$ cat src/rtl/mux_scan_ctrl.sv
// mux_scan_ctrl: scans an external 8:1 bit mux and assembles its eight bits
// into one word. Before each bit is sampled, the select is held stable for
// SETTLE_CYC cycles (legal range 1..15). Completed words go to a one-deep
// output slot with a valid/ready handshake. If a word completes while the
// slot is still full, that word is dropped and overrun pulses for one cycle.
//
// Optional feature (macro MUX_SCAN_CHANGE_DET_EN): adds the output
// 'changed', which is the XOR of each newly loaded frame with the
// previously loaded frame.
//
// Ports:
//   clk          rising-edge clock
//   rst_n        asynchronous active-low reset
//   start        request a single frame scan (only looked at in IDLE)
//   cont         continuous scanning while high
//   mux_y        bit returned by the external mux (synchronous to clk)
//   mux_sel      select driven to the external mux
//   busy         high whenever a scan is in progress
//   frame        last loaded word
//   frame_valid  frame holds a word not yet consumed
//   frame_ready  consumer accept
//   overrun      one-cycle pulse when a completed word is dropped
//   changed      (MUX_SCAN_CHANGE_DET_EN only) frame XOR previous frame
//
// state  | meaning
// IDLE   | no scan in progress
// SETTLE | select held stable while the mux output settles
// SAMPLE | one cycle; mux_y is captured into bit mux_sel
module mux_scan_ctrl #(
  parameter int unsigned SETTLE_CYC = 2
) (
  input  logic       clk,
  input  logic       rst_n,
  input  logic       start,
  input  logic       cont,
  input  logic       mux_y,
  output logic [2:0] mux_sel,
  output logic       busy,
  output logic [7:0] frame,
  output logic       frame_valid,
  input  logic       frame_ready,
  output logic       overrun
`ifdef MUX_SCAN_CHANGE_DET_EN
  ,
  output logic [7:0] changed
`endif
);

  typedef enum logic [1:0] {
    IDLE   = 2'd0,
    SETTLE = 2'd1,
    SAMPLE = 2'd2
  } state_t;

  localparam logic [3:0] CNT_LAST = 4'(SETTLE_CYC - 1);

  state_t     state_q, state_d;
  logic [2:0] sel_q, sel_d;
  logic [3:0] cnt_q, cnt_d;
  logic [7:0] asm_q, asm_d;
  logic       word_done;
  logic       slot_load;

  always_ff @(posedge clk or negedge rst_n) begin
    if (!rst_n) begin
      state_q <= IDLE;
      sel_q   <= 3'd0;
      cnt_q   <= 4'd0;
      asm_q   <= 8'd0;
    end else begin
      state_q <= state_d;
      sel_q   <= sel_d;
      cnt_q   <= cnt_d;
      asm_q   <= asm_d;
    end
  end

  always_comb begin
    state_d   = state_q;
    sel_d     = sel_q;
    cnt_d     = cnt_q;
    asm_d     = asm_q;
    word_done = 1'b0;
    case (state_q)
      IDLE: begin
        if (start || cont) begin
          state_d = SETTLE;
          sel_d   = 3'd0;
          cnt_d   = 4'd0;
        end
      end
      SETTLE: begin
        cnt_d = cnt_q + 4'd1;
        if (cnt_q == CNT_LAST) state_d = SAMPLE;
      end
      SAMPLE: begin
        asm_d[sel_q] = mux_y;
        cnt_d        = 4'd0;
        if (sel_q == 3'd7) begin
          // asm_d already holds bit 7, so the slot gets the complete word
          word_done = 1'b1;
          sel_d     = 3'd0;
          state_d   = cont ? SETTLE : IDLE;
        end else begin
          sel_d   = sel_q + 3'd1;
          state_d = SETTLE;
        end
      end
      default: state_d = IDLE;
    endcase
  end

  // A full slot that is being consumed in the same cycle may still load.
  assign slot_load = word_done && (!frame_valid || frame_ready);

  always_ff @(posedge clk or negedge rst_n) begin
    if (!rst_n) begin
      frame       <= 8'd0;
      frame_valid <= 1'b0;
      overrun     <= 1'b0;
    end else begin
      overrun <= word_done && frame_valid && !frame_ready;
      if (slot_load) begin
        frame       <= asm_d;
        frame_valid <= 1'b1;
      end else if (frame_valid && frame_ready) begin
        frame_valid <= 1'b0;
      end
    end
  end

`ifdef MUX_SCAN_CHANGE_DET_EN
  // frame only changes on a load, so it already holds the previously loaded word
  always_ff @(posedge clk or negedge rst_n) begin
    if (!rst_n) changed <= 8'd0;
    else if (slot_load) changed <= asm_d ^ frame;
  end
`endif

  assign mux_sel = sel_q;
  assign busy    = (state_q != IDLE);

endmodule

$ cat config.mk
export PLATFORM = sky130hd
export DESIGN_NAME = mux_scan_ctrl
export DESIGN_NICKNAME = d
export VERILOG_FILES = /design/src/rtl/mux_scan_ctrl.sv
export SDC_FILE = /design/constraint.sdc
export NUM_CORES = 1
export LEC_CHECK = 0
export CAP_MARGIN = 20
export CORE_UTILIZATION = 40
export CTS_CLUSTER_DIAMETER = 150
export DETAILED_ROUTE_END_ITERATION = 10
export HOLD_SLACK_MARGIN = 0.05
export SLEW_MARGIN = 20
export SYNTH_ARGS = -nofsm -noshare
export SYNTH_HDL_FRONTEND = slang
export SYNTH_SLANG_ARGS = --single-unit
$ cat constraint.sdc
create_clock -name clk -period 1.9 [get_ports clk]
set_input_delay 0.19 -clock clk [delete_from_list [all_inputs] [get_ports clk]]
set_output_delay 0.19 -clock clk [all_outputs]
set_load 0.02 [all_outputs]
Yosys cells after proc, flatten, opt, wreduce, memory -nomap -nowiden
Cells that the tools add are included.
{ "totals": {"register_bits": 27, "input_bits": 6, "out_inout_bits": 14, "wordCells": 52} }
{ "op_classes": {"addsub": 2, "n_lt_le_gt_ge": 2, "n_eq_ne": 6, "muxes": 18, "reduce_logical": 17} }
{ "ops": {"columns": ["operator", "n"], "rows": [
  ["4-bit case mux with 3 select lines", 1],
  ["8-bit bitwise mux", 1],
  ["8-bit 2-to-1 mux", 1],
  ["1-bit 2-to-1 mux", 7],
  ["3-bit 2-to-1 mux", 2],
  ["2-bit case mux with 3 select lines", 1],
  ["3-bit case mux with 2 select lines", 1],
  ["2-bit AND reduction", 3],
  ["2-bit nonzero test", 3],
  ["1-bit logical AND", 5],
  ["4-bit by 1-bit adder with 4-bit output, second input constant", 1],
  ["4-bit by 1-bit == test with 1-bit output, second input constant", 1],
  ["3-bit by 4-bit < comparator with 1-bit output, second input constant", 1],
  ["2-bit 2-to-1 mux", 2],
  ["4-bit 2-to-1 mux", 1],
  ["2-bit != test, second input constant", 2],
  ["3-bit by 1-bit adder with 3-bit output, second input constant", 1],
  ["1-bit demux with 3-bit select", 1],
  ["3-bit == test, second input constant", 1],
  ["3-bit by 1-bit greater-or-equal comparator with 1-bit output, second input constant", 1],
  ["3-bit nonzero test", 1],
  ["2-bit by 1-bit == test with 1-bit output, second input constant", 1],
  ["2-bit == test, second input constant", 1],
  ["1-bit logical NOT", 2],
  ["2 further kinds", 3]
]} }

Longest topological paths before layout
{ "logic_depth": {"word_depth": 6, "depth_mapped": 7, "depth_no_buf": 5} }

Worst setup path before layout
Ideal clock, no wire load.
{ "synth_path": {"path_kind": "register to register", "from": "reg sel_q[0] (netlist: mux_sel[0])", "to": "reg frame[0]", "setup_ns": 0.082, "t_arrival_ns": 1.596, "t_required_ns": 1.818, "slack_ns": 0.223, "stages_incl_launch_ff": 8, "path_buffers": 2, "synth_period_minus_slack_ns": 1.677, "cell_sequence": "dfrtp_1 ha_1 ha_1 and3b_1 buf_6 and2_4 buf_6 a31oi_1"} }
{ "synth_via": {"elab_chain_cells": 6, "word_cells_on_any_way": 11, "cone_classes": "2 x order compare; 1 x eq/ne; 6 x mux; 2 x reduce/logical"} }
{ "synth_lines": {"columns": ["element", "line", "source"], "rows": [
  ["start, declared", "58", "logic [2:0] sel_q, sel_d;"],
  ["start signal, assigned", "72", "sel_q <= sel_d;"],
  ["3-bit by 4-bit < comparator with 1-bit output (not written as such) / 3-bit by 1-bit greater-or-equal comparator with 1-bit output (equally long branches)", "97", "asm_d[sel_q] = mux_y;"],
  ["1-bit logical AND (not written as such)", "97", null],
  ["1-bit 2-to-1 mux (not written as such)", "97", null],
  ["1-bit demux with 3-bit select", "97", null],
  ["8-bit bitwise mux", "97", null],
  ["8-bit 2-to-1 mux", "84", "case (state_q)"],
  ["end signal, assigned", "124", "frame <= asm_d;"],
  ["end, declared", "39", "output logic [7:0] frame,"]
]} }
Parallel ways exist; a longest one is shown, timed or not.
A chain may end at the register's enable or synchronous reset.

Final worst setup path
{ "layout_path": {"from": "reg sel_q[1] (netlist: mux_sel[1])", "to": "out mux_sel[1]"} }
{ "layout_lines": {"columns": ["element", "line", "source"], "rows": [
  ["end, declared", "37", "output logic [2:0] mux_sel,"]
]} }
No word-level cell between the ends.

==> reports/qor.txt <==
Status: completed
Share of Yosys cell area claimed by the top area cell type: 50.5%
Fin crit share: 90.8%
Cell row count: 20
Vias per cell: 5.32
WL per Instance: 14.6 um
Layout cells sized above 1: 13.2%
Sinks on the clock net: 27
Largest net degree at the start of global routing: 28
Mapped Nets: 141
Yosys top cell by area: dfrtp_1
Die area: 3580 um^2
Syn_area_per_cell: 10.2 um^2
Top cells by area, synth: dfrtp_1, nand2_1, a21oi_1
CP delay by family, top: buffers and inverters
CP Launch Type: flop
Worst Setup End Kind: output port
DRT iter0 DRCs: 35
CTS Buf Count: 3
Synth Instances: 131
Clk slew on worst S/H paths: 0.15 ns
Max_cap viols: 0
Clock Skew: 0.00340 ns
Initial Utilization: 43.1%
Mapped Area: 1340 um^2
DRC viols: 0
CTS H-tree lvls: 1
DRT Wirelength: 2850 um
Placer Congestion: 0.727
RSZ-0062 raised after global routing: no
Top_reg_cell synth: dfrtp_1
Die W: 59.9 um
Core ar.: 3100 um^2
Yosys warns: 0
Rel. slew slack: 76.3%
Min-Delay Path Class: primary input to async pin
DRT Pass-1 Iters: 6
Count leader, synth: dfrtp_1
Min Tclk post-route: 1.73 ns
Synthesis-to-layout area growth: 19.6%
EDFF count, synth: 0
Critical path type: flop to output port
Tot GR Track Use: 18.7%
First-pass GRT wire length: 4880 um
Hpwl dp: 2000 um
FF+latch count, synth: 27
Root Driver: clkbuf_4
Port Buffers: 19
Arr. time, crit path: 1.54 ns
Delay of the slowest critical-path stage: 0.63 ns
Slew Viols, Final: 0
Cells along the critical path: buf_4 -> clkdlybuf4s50_1
Clk_lat worst skew: 0.32 ns
CTS tree: yes
Initial antenna violation count: 0
Synth cell types: 32
WP buf/inv: 2
Sequential share of the synthesized area: 50.5%
Worst ir drop on vdd: 522 uV
PwrDens: 1020 nW/um^2
Vias in the first global route: 1,068
Most instantiated cells after synthesis: dfrtp_1, nand2_1, a21oi_1, a31oi_1, o21ai_0
Fmax: 0.579 GHz
CP max-delay cell: clkdlybuf4s50_1
GR Overflow Total: 0
Final setup violation count: 0
Static leakage power: 0.661 nW
Worst Max-Slew Pin Slew: 0.355 ns
Post-synth ARST share: 100%
# IOs: 20
Vias: 1,042
Filler cells: 297
Antenna fix cells: 0
# nets final: 163
CTS Buffer Depth: 2
Req. time, crit path: 1.71 ns
Final core utilization: 51.6%
Routed Antenna Nets: 0
Die Y: 59.9 um
Setup TNS: 0 ns
CP Max Fanout: 12
Hold Vio Cnt, Final: 0
routing by layer:
metal	share of wire, %	vias up	routed length (um)	GRT usage, %
met5	0	-	0	0
met4	1.3	0	38	9.97
met3	2.3	4	66	2.81
met2	50	20	1430	31.1
met1	46	509	1320	23.2
li1	-	509	-	-
sequential cells by signal, summed over array words and instances (netlist names):
| register | count |
|---|---|
| overrun | 1 |
| frame | 8 |
| asm_q | 8 |
| state_q | 2 |
| mux_sel | 3 |
| cnt_q | 4 |
| frame_valid | 1 |
where the power goes:
| part | total, mW | leakage (nW) | internal [mW] | switching [mW] |
|---|---|---|---|---|
| Sequential | 0.798 | 0.328 | 0.684 | 0.114 |
| Clock | 0.255 | 0.0177 | 0.0790 | 0.176 |
| Combinational | 0.575 | 0.315 | 0.283 | 0.291 |
metrics by stage:
stage / cell area [um^2] / hold slack (ns) / setup WS [ns] / total power, mW / cells
after CTS: 1600 / 0.216 / 0.00868 / 1.64 / 196
after global placement: 1570 / 0.474 / 0.368 / 1.37 / 192
after global routing: 1600 / 0.231 / 0.0981 / 1.76 / 196
final: 1600 / 0.211 / 0.174 / 1.63 / 196
after floorplan: 1340 / -0.106 / 0.223 / 1.23 / 131
after detailed placement: 1570 / 0.472 / 0.298 / 1.39 / 192
final timing paths:
check                                 from    endpoint  slack [ns]  depth (start not counted)
max in group asynchronous            rst_n  state_q[0]        1.41                          2
min in group clk                  asm_q[2]    asm_q[2]        0.51                          2
worst max register to register  mux_sel[0]    frame[3]        0.20                          5
worst min register to register    asm_q[2]    asm_q[2]        0.51                          2
worst max-delay path            mux_sel[1]  mux_sel[1]        0.17                          2
worst min-delay path                 rst_n    asm_q[4]        0.21                          2
cell type report:
class	count	area, um^2	area share, %
clock buffer	3	22.5	1.41
tap	44	55.1	3.44
inverter	3	11.3	0.703
clock inverter	1	5.00	0.312
multi-input combinational	92	584	36.5
sequential	27	678	42.3
timing repair buffer	26	245	15.3
logic make-up (layout without fill, tap and decap cells):
kind of cell	after synthesis	in the layout	synth area share, %
adders and majority gates	4	4	3.74
muxes	1	1	0.841
DFF	27	27	50.5
buffers and inverters	12	33	5.89
and+or+nand+nor	48	48	20.3
AOI/OAI and AO/OA	39	39	18.8
layout by cell type (no fill, tap or decap), types with 2 or more instances in the layout:
master	Yosys	layout
a21oi_1	10	10
a22o_1	2	2
a31oi_1	8	8
buf_4	0	7
clkbuf_4	0	3
clkdlybuf4s50_1	0	18
dfrtp_1	27	25
dfrtp_2	0	2
ha_1	4	4
inv_1	3	3
nand2_1	17	17
nand2b_1	6	6
nand3_1	5	5
nand3b_1	2	2
nor2_1	3	3
nor2b_1	6	6
nor4b_1	2	2
o211ai_1	2	2
o21ai_0	7	7
o21ai_1	4	4
or2_2	2	2
repair_timing:
item                       4_1_cts  5_1_grt
cloned                           0        0
resized for setup                1        2
setup buffers                    0        0
hold buffers                     0        0
setup endpoints to repair        1        1
Power figures use the tool's default switching activity.
